File: src/rtl/ir_pkg.sv
// ir_pkg: shared state type, timing helpers and pattern ROM
// contents for the IR burst generator.
package ir_pkg;

  typedef enum logic [2:0] {
    S_IDLE,
    S_MARK,
    S_SPACE,
    S_GAP,
    S_DONE
  } ir_state_e;

  localparam int PAT_N = 8;
  typedef logic [15:0] pat_t [PAT_N];

  localparam pat_t PAT0 = '{
    16'd2000, 16'd28000, 16'd400, 16'd1580,
    16'd400, 16'd3580, 16'd400, 16'd0
  };
  localparam pat_t PAT1 = '{
    16'd500, 16'd0, 16'd0, 16'd0,
    16'd0, 16'd0, 16'd0, 16'd0
  };

  function automatic int us_div(input int clk_hz);
    return clk_hz / 1000000;
  endfunction

  function automatic int half_clks(input int clk_hz,
                                   input int car_hz);
    return (clk_hz + car_hz) / (2 * car_hz);
  endfunction

  // Patterns 2 and 3 are reserved and read as all-zero.
  function automatic logic [15:0] pat_len(
    input logic [1:0]  cmd,
    input int unsigned idx
  );
    logic [15:0] len;
    len = '0;
    if (idx < PAT_N) begin
      case (cmd)
        2'd0:    len = PAT0[idx[2:0]];
        2'd1:    len = PAT1[idx[2:0]];
        default: len = '0;
      endcase
    end
    return len;
  endfunction

endpackage

File: src/rtl/ir_pattern_rom.sv
// ir_pattern_rom: combinational segment-length lookup
// (pattern, segment index) -> length in microseconds.
module ir_pattern_rom
  import ir_pkg::*;
#(
  parameter int NUM_SEG = 8,
  parameter int LEN_W   = 16,
  parameter int IDX_W   = 3
) (
  input  logic [1:0]       cmd_i,
  input  logic [IDX_W-1:0] idx_i,
  output logic [LEN_W-1:0] len_o
);

  always_comb begin
    len_o = '0;
    if (int'(idx_i) < NUM_SEG)
      len_o = LEN_W'(pat_len(cmd_i, 32'(idx_i)));
  end

endmodule

File: src/rtl/ir_burst_gen.sv
// ir_burst_gen: plays a mark/space pattern with carrier
// modulation, optional repeats and inter-frame gap.
module ir_burst_gen
  import ir_pkg::*;
#(
  parameter int CLK_HZ     = 50000000,
  parameter int CARRIER_HZ = 38000,
  parameter int NUM_SEG    = 8,
  parameter int LEN_W      = 16,
  parameter int GAP_US     = 63000,
  parameter int OUT_INV    = 0
) (
  input  logic       clk_50M,
  input  logic       rst_n,
  input  logic       start,
  input  logic       abort,
  input  logic [1:0] cmd_sel,
  input  logic [3:0] rep_cnt,
  output logic       busy,
  output logic       done,
  output logic       env,
  output logic       ir_out
);

  localparam int US_DIV = us_div(CLK_HZ);
  localparam int HALF   = half_clks(CLK_HZ, CARRIER_HZ);
  localparam int PW = (US_DIV > 1) ? $clog2(US_DIV) : 1;
  localparam int CW = (HALF > 1) ? $clog2(HALF) : 1;
  localparam int GW = $clog2(GAP_US + 1);
  localparam int SW = (NUM_SEG > 1) ? $clog2(NUM_SEG) : 1;
  localparam logic INV = (OUT_INV != 0);

  ir_state_e        state_q, state_d;
  logic [1:0]       cmd_q, cmd_d;
  logic [3:0]       rep_q, rep_d;
  logic [SW-1:0]    seg_q, seg_d;
  logic [PW-1:0]    pre_q, pre_d;
  logic [LEN_W-1:0] us_q, us_d;
  logic [GW-1:0]    gap_q, gap_d;
  logic [CW-1:0]    ccnt_q, ccnt_d;
  logic             car_q, car_d;

  logic             idle, tick_us, last_seg;
  logic             seg_end, gap_end;
  logic [1:0]       rom_cmd;
  logic [SW-1:0]    rom_idx, nxt_idx;
  logic [LEN_W-1:0] cur_len, nxt_len;

  assign idle     = (state_q == S_IDLE);
  assign rom_cmd  = idle ? cmd_sel : cmd_q;
  assign rom_idx  = idle ? '0 : seg_q;
  assign nxt_idx  = seg_q + SW'(1);
  assign last_seg = (seg_q == SW'(NUM_SEG - 1));
  assign tick_us  = (pre_q == PW'(US_DIV - 1));
  assign seg_end  = tick_us && (us_q == cur_len - LEN_W'(1));
  assign gap_end  = tick_us && (gap_q == GW'(GAP_US - 1));

  // In IDLE the current-length port looks at seg0 of the request.
  ir_pattern_rom #(
    .NUM_SEG(NUM_SEG), .LEN_W(LEN_W), .IDX_W(SW)
  ) u_rom_cur (
    .cmd_i(rom_cmd), .idx_i(rom_idx), .len_o(cur_len)
  );

  ir_pattern_rom #(
    .NUM_SEG(NUM_SEG), .LEN_W(LEN_W), .IDX_W(SW)
  ) u_rom_nxt (
    .cmd_i(cmd_q), .idx_i(nxt_idx), .len_o(nxt_len)
  );

  always_comb begin
    state_d = state_q;
    cmd_d   = cmd_q;
    rep_d   = rep_q;
    seg_d   = seg_q;
    us_d    = us_q;
    gap_d   = gap_q;
    pre_d   = tick_us ? '0 : pre_q + PW'(1);
    unique case (state_q)
      S_IDLE: begin
        pre_d = '0;
        us_d  = '0;
        gap_d = '0;
        if (start && !abort) begin
          cmd_d   = cmd_sel;
          rep_d   = rep_cnt;
          seg_d   = '0;
          state_d = (cur_len == '0) ? S_DONE : S_MARK;
        end
      end
      S_MARK, S_SPACE: begin
        if (tick_us) us_d = us_q + LEN_W'(1);
        if (seg_end) begin
          us_d = '0;
          if (!last_seg && nxt_len != '0) begin
            seg_d   = nxt_idx;
            state_d = nxt_idx[0] ? S_SPACE : S_MARK;
          end else if (rep_q != '0) begin
            rep_d   = rep_q - 4'd1;
            state_d = S_GAP;
          end else begin
            state_d = S_DONE;
          end
        end
      end
      S_GAP: begin
        if (tick_us) gap_d = gap_q + GW'(1);
        if (gap_end) begin
          gap_d   = '0;
          seg_d   = '0;
          state_d = S_MARK;
        end
      end
      S_DONE: begin
        pre_d   = '0;
        state_d = S_IDLE;
      end
      default: state_d = S_IDLE;
    endcase
    if (abort && !idle) begin
      state_d = S_IDLE;
      pre_d   = '0;
      us_d    = '0;
      gap_d   = '0;
    end
  end

  // Carrier parks high outside MARK so each mark opens high.
  always_comb begin
    ccnt_d = '0;
    car_d  = 1'b1;
    if (state_q == S_MARK) begin
      if (ccnt_q == CW'(HALF - 1)) begin
        car_d = ~car_q;
      end else begin
        ccnt_d = ccnt_q + CW'(1);
        car_d  = car_q;
      end
    end
  end

  always_ff @(posedge clk_50M) begin
    if (!rst_n) begin
      state_q <= S_IDLE;
      cmd_q   <= '0;
      rep_q   <= '0;
      seg_q   <= '0;
      pre_q   <= '0;
      us_q    <= '0;
      gap_q   <= '0;
      ccnt_q  <= '0;
      car_q   <= 1'b0;
    end else begin
      state_q <= state_d;
      cmd_q   <= cmd_d;
      rep_q   <= rep_d;
      seg_q   <= seg_d;
      pre_q   <= pre_d;
      us_q    <= us_d;
      gap_q   <= gap_d;
      ccnt_q  <= ccnt_d;
      car_q   <= car_d;
    end
  end

  assign busy   = !idle;
  assign done   = (state_q == S_DONE);
  assign env    = (state_q == S_MARK);
  assign ir_out = (env & car_q) ^ INV;

endmodule

File: config.mk
export PLATFORM = sky130hd
export DESIGN_NAME = ir_burst_gen
export DESIGN_NICKNAME = d
export VERILOG_FILES = /design/src/rtl/ir_pkg.sv /design/src/rtl/ir_pattern_rom.sv /design/src/rtl/ir_burst_gen.sv
export SDC_FILE = /design/constraint.sdc
export NUM_CORES = 1
export LEC_CHECK = 0
export BUFFER_PORTS_ARGS = -buffer_cell sky130_fd_sc_hd__buf_2
export CAP_MARGIN = 20
export CELL_PAD_IN_SITES_DETAIL_PLACEMENT = 0
export CELL_PAD_IN_SITES_GLOBAL_PLACEMENT = 1
export CORE_UTILIZATION = 49
export CTS_BUF_LIST = sky130_fd_sc_hd__clkbuf_4
export DETAILED_ROUTE_END_ITERATION = 16
export PLACE_DENSITY_LB_ADDON = 0.1
export SKIP_LAST_GASP = 1
export SLEW_MARGIN = 30
export SYNTH_ARGS = -nofsm -noshare
export SYNTH_HDL_FRONTEND = slang
export SYNTH_HIERARCHICAL = 1
export SYNTH_SLANG_ARGS = --single-unit
File: constraint.sdc
create_clock -name clk_50M -period 6.5 [get_ports clk_50M]
set_clock_uncertainty 0.15 [all_clocks]
set_input_delay 0.325 -clock clk_50M [delete_from_list [all_inputs] [get_ports clk_50M]]
set_output_delay 0.325 -clock clk_50M [all_outputs]
set_load 0.01 [all_outputs]
# Yosys cells after proc, flatten, opt, wreduce, memory -nomap -nowiden
# Memory sizes are Yosys's and may differ from the RTL's.
# Cells that the tools add are included.
[word_totals] wordCells=113 register_bits=61 rom_bits=512 memories=4
[memory_table] memory="(no name shown)" words=8 word_bits=16 rd=1 rd_clocked_by_memory_dff=0 write_ports=0 line="ir_pkg.sv:44" source="2'd1: len = PAT1[idx[2:0]];"
[memory_table] memory="(no name shown)" words=8 word_bits=16 rd=1 rd_clocked_by_memory_dff=0 write_ports=0 line="ir_pkg.sv:43" source="2'd0: len = PAT0[idx[2:0]];"
[memory_table] memory="(no name shown)" words=8 word_bits=16 rd=1 rd_clocked_by_memory_dff=0 write_ports=0 line="ir_pkg.sv:43"
[memory_table] memory="(no name shown)" words=8 word_bits=16 rd=1 rd_clocked_by_memory_dff=0 write_ports=0 line="ir_pkg.sv:44"
[classes] n_eq_ne=20 reduce_logical=27 bitwise_logic=6 addsub=7 n_mux=38 n_lt_le_gt_ge=2
[ops] operator="16-bit 2-to-1 mux" count=12
[ops] operator="16-bit one-hot mux with 2 select lines" count=4
[ops] operator="3-bit 2-to-1 mux" count=11
[ops] operator="16-bit by 1-bit adder with 16-bit output, second input constant" count=2
[ops] operator="3-bit one-hot mux with 3 select lines" count=2
[ops] operator="16-bit == test" count=1
[ops] operator="16-bit == test, second input constant" count=1
[ops] operator="16-bit zero test" count=1
[ops] operator="4-bit 2-to-1 mux" count=4
[ops] operator="16-bit nonzero test" count=1
[ops] operator="16-bit by 1-bit subtractor with 16-bit output, second input constant" count=1
[ops] operator="10-bit by 1-bit adder with 10-bit output, second input constant" count=1
[ops] operator="10-bit == test, second input constant" count=1
[ops] operator="2-bit inequality test, second input constant" count=5
[ops] operator="5-bit AND reduction" count=2
[ops] operator="4-bit >= comparator, second input constant" count=2
[ops] operator="3-bit inverter with 4-bit output" count=2
[ops] operator="4-bit one-hot mux with 2 select lines" count=1
[ops] operator="6-bit by 1-bit adder with 6-bit output, second input constant" count=1
[ops] operator="3-bit by 2-bit == test with 1-bit output, second input constant" count=2
[ops] operator="3-bit == test, second input constant" count=2
[ops] operator="6-bit == test, second input constant" count=1
[ops] operator="3-bit inequality test, second input constant" count=2
[ops] operator="2-bit AND reduction" count=3
[ops] operator="other kinds (20)" count=35

# Longest topological paths before layout
[logic_depth] ltp_word=12 ltp_mapped=19 ltp_nobuf=16

# By module
# Netlist, hierarchy kept.
[by_module_without_submodules] module="ir_burst_gen" instances=1 area_each_um2=3801.1 seq_area_each_um2=1221.2 cells_per_inst=466
[by_module_without_submodules] module="ir_pattern_rom" instances=2 area_each_um2=301.5 seq_area_each_um2=0.0 cells_per_inst=40

# Worst setup path after synthesis
# Ideal clock, no wire load.
[synth_timing] path_kind="register to register" startpoint="register state_q[1]" endpoint="register us_q[8]" stages_incl_launch_ff=20 setup_slack_ns=1.847 synth_period_minus_slack_ns=4.653 arrival_ns=4.388 required_ns=6.235 n_path_buf=3 cell_sequence="dfxtp_1 -> clkbuf_1 -> or2_2 -> nor2_1 -> inv_1 -> and2_1 -> inv_1 -> ha_1 -> nand2_1 -> o21ai_0 -> o211a_1 -> buf_4 -> nor3_1 -> a41oi_1 -> or4_4 -> a2111oi_4 -> o2111ai_4 -> o31ai_4 -> buf_6 -> nor2_2"
[synth_via] word_cells_on_any_way=27
[synth_rtl] item="from (decl)" line="ir_burst_gen.sv:33" source="ir_state_e state_q, state_d;"
[synth_rtl] item="from (signal assigned)" line="ir_burst_gen.sv:154" source="state_q <= state_d;"
[synth_rtl] item="3-bit zero test" line="ir_burst_gen.sv:49" source="assign idle = (state_q == S_IDLE);"
[synth_rtl] item="1-bit zero test"
[synth_rtl] item="named net busy" line="ir_burst_gen.sv:19" source="output logic busy,"
[synth_rtl] item="1-bit logical AND" line="ir_burst_gen.sv:120" source="if (abort && !idle) begin"
[synth_rtl] item="2-bit OR reduction (no source line)"
[synth_rtl] item="to (signal assigned)" line="ir_burst_gen.sv:159" source="us_q <= us_d;"
[synth_rtl] item="to (decl)" line="ir_burst_gen.sv:38" source="logic [LEN_W-1:0] us_q, us_d;"
# The timed path passes the listed nets, and every way through them passes these cells. The select of a mux whose other input is x is not followed.
# A chain may end at the register's enable or synchronous reset.

# Final worst setup path
[layout_timing] startpoint="register state_q[1]" endpoint="register us_q[0]"
[layout_via] word_cells_on_any_way=27
[layout_rtl] item="3-bit zero test *" line="ir_burst_gen.sv:49"
[layout_rtl] item="2-bit 2-to-1 mux *" line="ir_burst_gen.sv:50" source="assign rom_cmd = idle ? cmd_sel : cmd_q;"
[layout_rtl] item="named net rom_cmd[0]" line="ir_burst_gen.sv:45" source="logic [1:0] rom_cmd;"
[layout_rtl] item="2-bit by 1-bit == test with 1-bit output or 2-bit zero test (tied branches)" line="ir_pkg.sv:42" source="case (cmd)"
[layout_rtl] item="16-bit one-hot mux with 2 select lines *" line="ir_pkg.sv:42"
[layout_rtl] item="named net cur_len[4]" line="ir_burst_gen.sv:47" source="logic [LEN_W-1:0] cur_len, nxt_len;"
[layout_rtl] item="16-bit by 1-bit subtractor with 16-bit output *" line="ir_burst_gen.sv:55" source="assign seg_end = tick_us && (us_q == cur_len - LEN_W'(1));"
[layout_rtl] item="16-bit == test *" line="ir_burst_gen.sv:55"
[layout_rtl] item="1-bit logical AND *" line="ir_burst_gen.sv:55"
[layout_rtl] item="16-bit 2-to-1 mux or 3-bit inequality test (tied branches)"
[layout_rtl] item="16-bit one-hot mux with 2 select lines or 2-bit AND reduction (tied branches)"
# Mark *: on every way through the listed nets, which the timed path passes. The rest lies on a longest branch. The select of a mux whose other input is x is not followed.

==> summary.txt <==
status - finished, final reports clean
Die X - 96.8 µm
Seq cells post-synth - 61
syn_area_per_cell - 8.07 µm²
Detail Placement HPWL - 6.88 mm
Slew HR - 45.1%
RePlAce Congestion - 0.896
Starting Density - 50.5%
Synth-to-Final Area Change - 3.52%
post-CTS resize count - 0
adder and majority cell fraction of the synthesized area - 5.68%
total setup buffers inserted after CTS - 0
Core Util, Final - 52.3%
CP max FO - 15
Post-synth top flop - dfxtp_1
Period minus WS final - 5.69 ns
pin count of the biggest net entering global routing - 19
max cap viols - 0
peak supply drop - 0.000147 V
Cell Area, Synth - 0.00440 mm²
setup TNS - 0 ns
fmax - 0.176 GHz
Max Buffers Root-to-Sink - 2
Post-route DRC - 0
Rows - 34
nets - 573
via count - 3691
H-Tree Depth - 3
diode count - 0
Cells after Synth - 546
global-route wire length before repair - 16.1 mm
Worst EP required - 6.62 ns
die area - 0.00937 mm²
simple-gate area share of the yosys netlist - 31.6%
Max Slew Vio Count - 0
drt wl/cell - 14.1 µm
antenna violations before repair - 0
Clock transition at path regs - 0.11 ns
port bufs - 13
clk sinks - 61
vias per cell - 5.63
kind of critical path - reg2reg
cts hold-fix bufs - 0
vias in the first global route - 3488
1st-iter DRT viols - 166
RSZ-0062 raised after global routing - no
Synth Area in XOR/XNOR - 10.7%
fraction of layout cells with a size suffix above 1 - 11.5%
Die H - 96.8 µm
DRT Pass-1 Iters - 4
Least-Margin Pin Slew - 0.812 ns
final global-route overflow total - 0
Final period util - 87.5%
post-synthesis cell type count - 66
Startpoint Class - register
Routed Antenna Nets - 0
EDFF count, synth - 0
post-synthesis mux area share - 1.59%
Total Wirelength - 9.22 mm
post-synthesis compound-gate area fraction - 15.5%
CTS tree - built
crit path DAT - 5.80 ns
sequential area share after synthesis - 27.7%
I/O pin count - 14
GRT Overall Usage - 20.5%
main combinational cell family by area after synthesis - simple AND/OR/NAND/NOR gates
asr flop ratio synth - 0%
Final Setup Violations - 0
Pwr Density - 243 mW/mm²
Clock Latency Late Sink - 0.40 ns
Layout fillers - 841
Hold Vio Cnt, Final - 0
worst min path class - in2reg
CTS Buf Count - 9
crit end category - register
YS warnings - 6
leak pwr - 1.61 nW
Core Footprint - 0.00872 mm²
Clock Tree Root - clkbuf_4
==> Yosys cell counts, types with 13 or more instances <==
library cell	instances	share of area, %
dfxtp_1	61	28
nor2_1	61	5.2
nand2_1	52	4.4
xor2_1	28	5.6
xnor2_1	26	5.2
nand3_1	22	2.5
ha_1	20	5.7
a21oi_1	18	2.0
inv_1	18	1.5
buf_4	14	2.4
clkbuf_1	14	1.2
nor4_1	14	2.0
nand4_1	13	1.8
o21ai_0	13	1.5
==> placed cells by master (no fill, tap or decap), drive strengths merged, types with 6 or more instances in the layout <==
master / Yosys / final
nor2: 71 / 71
dfxtp: 61 / 61
nand2: 52 / 52
xor2: 28 / 28
xnor2: 26 / 26
nand3: 22 / 22
ha: 20 / 20
inv: 18 / 18
a21oi: 18 / 18
o21ai: 18 / 18
nor4: 16 / 16
buf: 22 / 16
nand4: 13 / 13
and3: 11 / 11
nor3: 11 / 11
clkbuf: 14 / 10
nand2b: 8 / 8
conb: 2 / 8
mux2i: 7 / 7
nor3b: 6 / 6
and2: 6 / 6
nand3b: 6 / 6
o211ai: 6 / 6
o22ai: 6 / 6
==> layer usage <==
layer	track usage, %	vias to the layer above	part of all wire (%)
met5	0	-	0
li1	-	1925	-
met4	5.40	0	0.85
met3	4.12	7	2.9
met1	27.3	1703	50
met2	33.7	56	46
==> registers in the layout, indices dropped and copies added, names as in the netlist <==
signal   count
gap_q       16
us_q        16
ccnt_q      10
pre_q        6
rep_q        4
seg_q        3
state_q      3
cmd_q        2
car_q        1
==> power breakdown <==
group / switching (mW) / internal, mW / total (mW)
sequential: 0.0241 / 0.392 / 0.416
clock: 0.144 / 0.121 / 0.265
combinational: 0.276 / 0.151 / 0.427
total: 0.444 / 0.663 / 1.11
==> worst paths after layout <==
path	startpoint	to	slack, ns	cells after the start
setup reg to reg	state_q[1]	us_q[0]	0.81	15
hold / removal	cmd_sel[0]	cmd_q[0]	0.04	3
setup / recovery	state_q[1]	us_q[0]	0.81	15
hold reg to reg	pre_q[0]	pre_q[0]	0.32	1
==> area by class of cell <==
| cell class | count | area [µm²] | share of cell area (%) |
|---|---|---|---|
| flip-flops and latches | 61 | 1220 | 26.8 |
| multi-input cells | 437 | 2910 | 63.8 |
| clock inverters | 6 | 63.8 | 1.40 |
| clock buffers | 10 | 75.1 | 1.65 |
| well taps | 108 | 135 | 2.96 |
| repair buffers | 16 | 87.6 | 1.92 |
| inverters | 18 | 67.6 | 1.48 |
==> logic make-up (layout without fill, tap and decap cells) <==
group	after synthesis	after routing
AND/OR/NAND/NOR	256	256
adder cells (fa/ha/maj)	20	20
AO/OA/AOI/OAI	92	92
XOR/XNOR	54	54
buffers and inverters	54	50
other	2	8
flip-flops	61	61
multiplexers	7	7
==> metrics by stage <==
step / power [mW] / hold WS (ns) / worst slack (ns) / cells / area, µm²
finish: 1.11 / 0.0412 / 0.814 / 656 / 4560
global route: 1.19 / 0.0358 / 0.302 / 656 / 4560
CTS: 1.12 / 0.0140 / 0.856 / 656 / 4560
detailed placement: 0.849 / 0.301 / 0.844 / 640 / 4420
global placement: 0.844 / 0.295 / 1.05 / 640 / 4410
floorplan: 0.774 / 0.280 / 1.85 / 552 / 4430
==> critical path, stage by stage, from the launching register on <==
cell and delay [ns]:
dfxtp_1 0.38, or2_2 0.36, nor2_1 0.32, inv_1 0.21, nand2_1 0.11, nand2_1 0.26, nand2_1 0.22, o21ai_0 0.12
o211a_1 0.41, nor3_1 0.60, a41oi_1 0.21, or4_4 0.58, a2111oi_4 0.38, o2111ai_4 0.32, o31ai_4 0.79, nor2_1 0.11
Power figures use the tool's default switching activity.
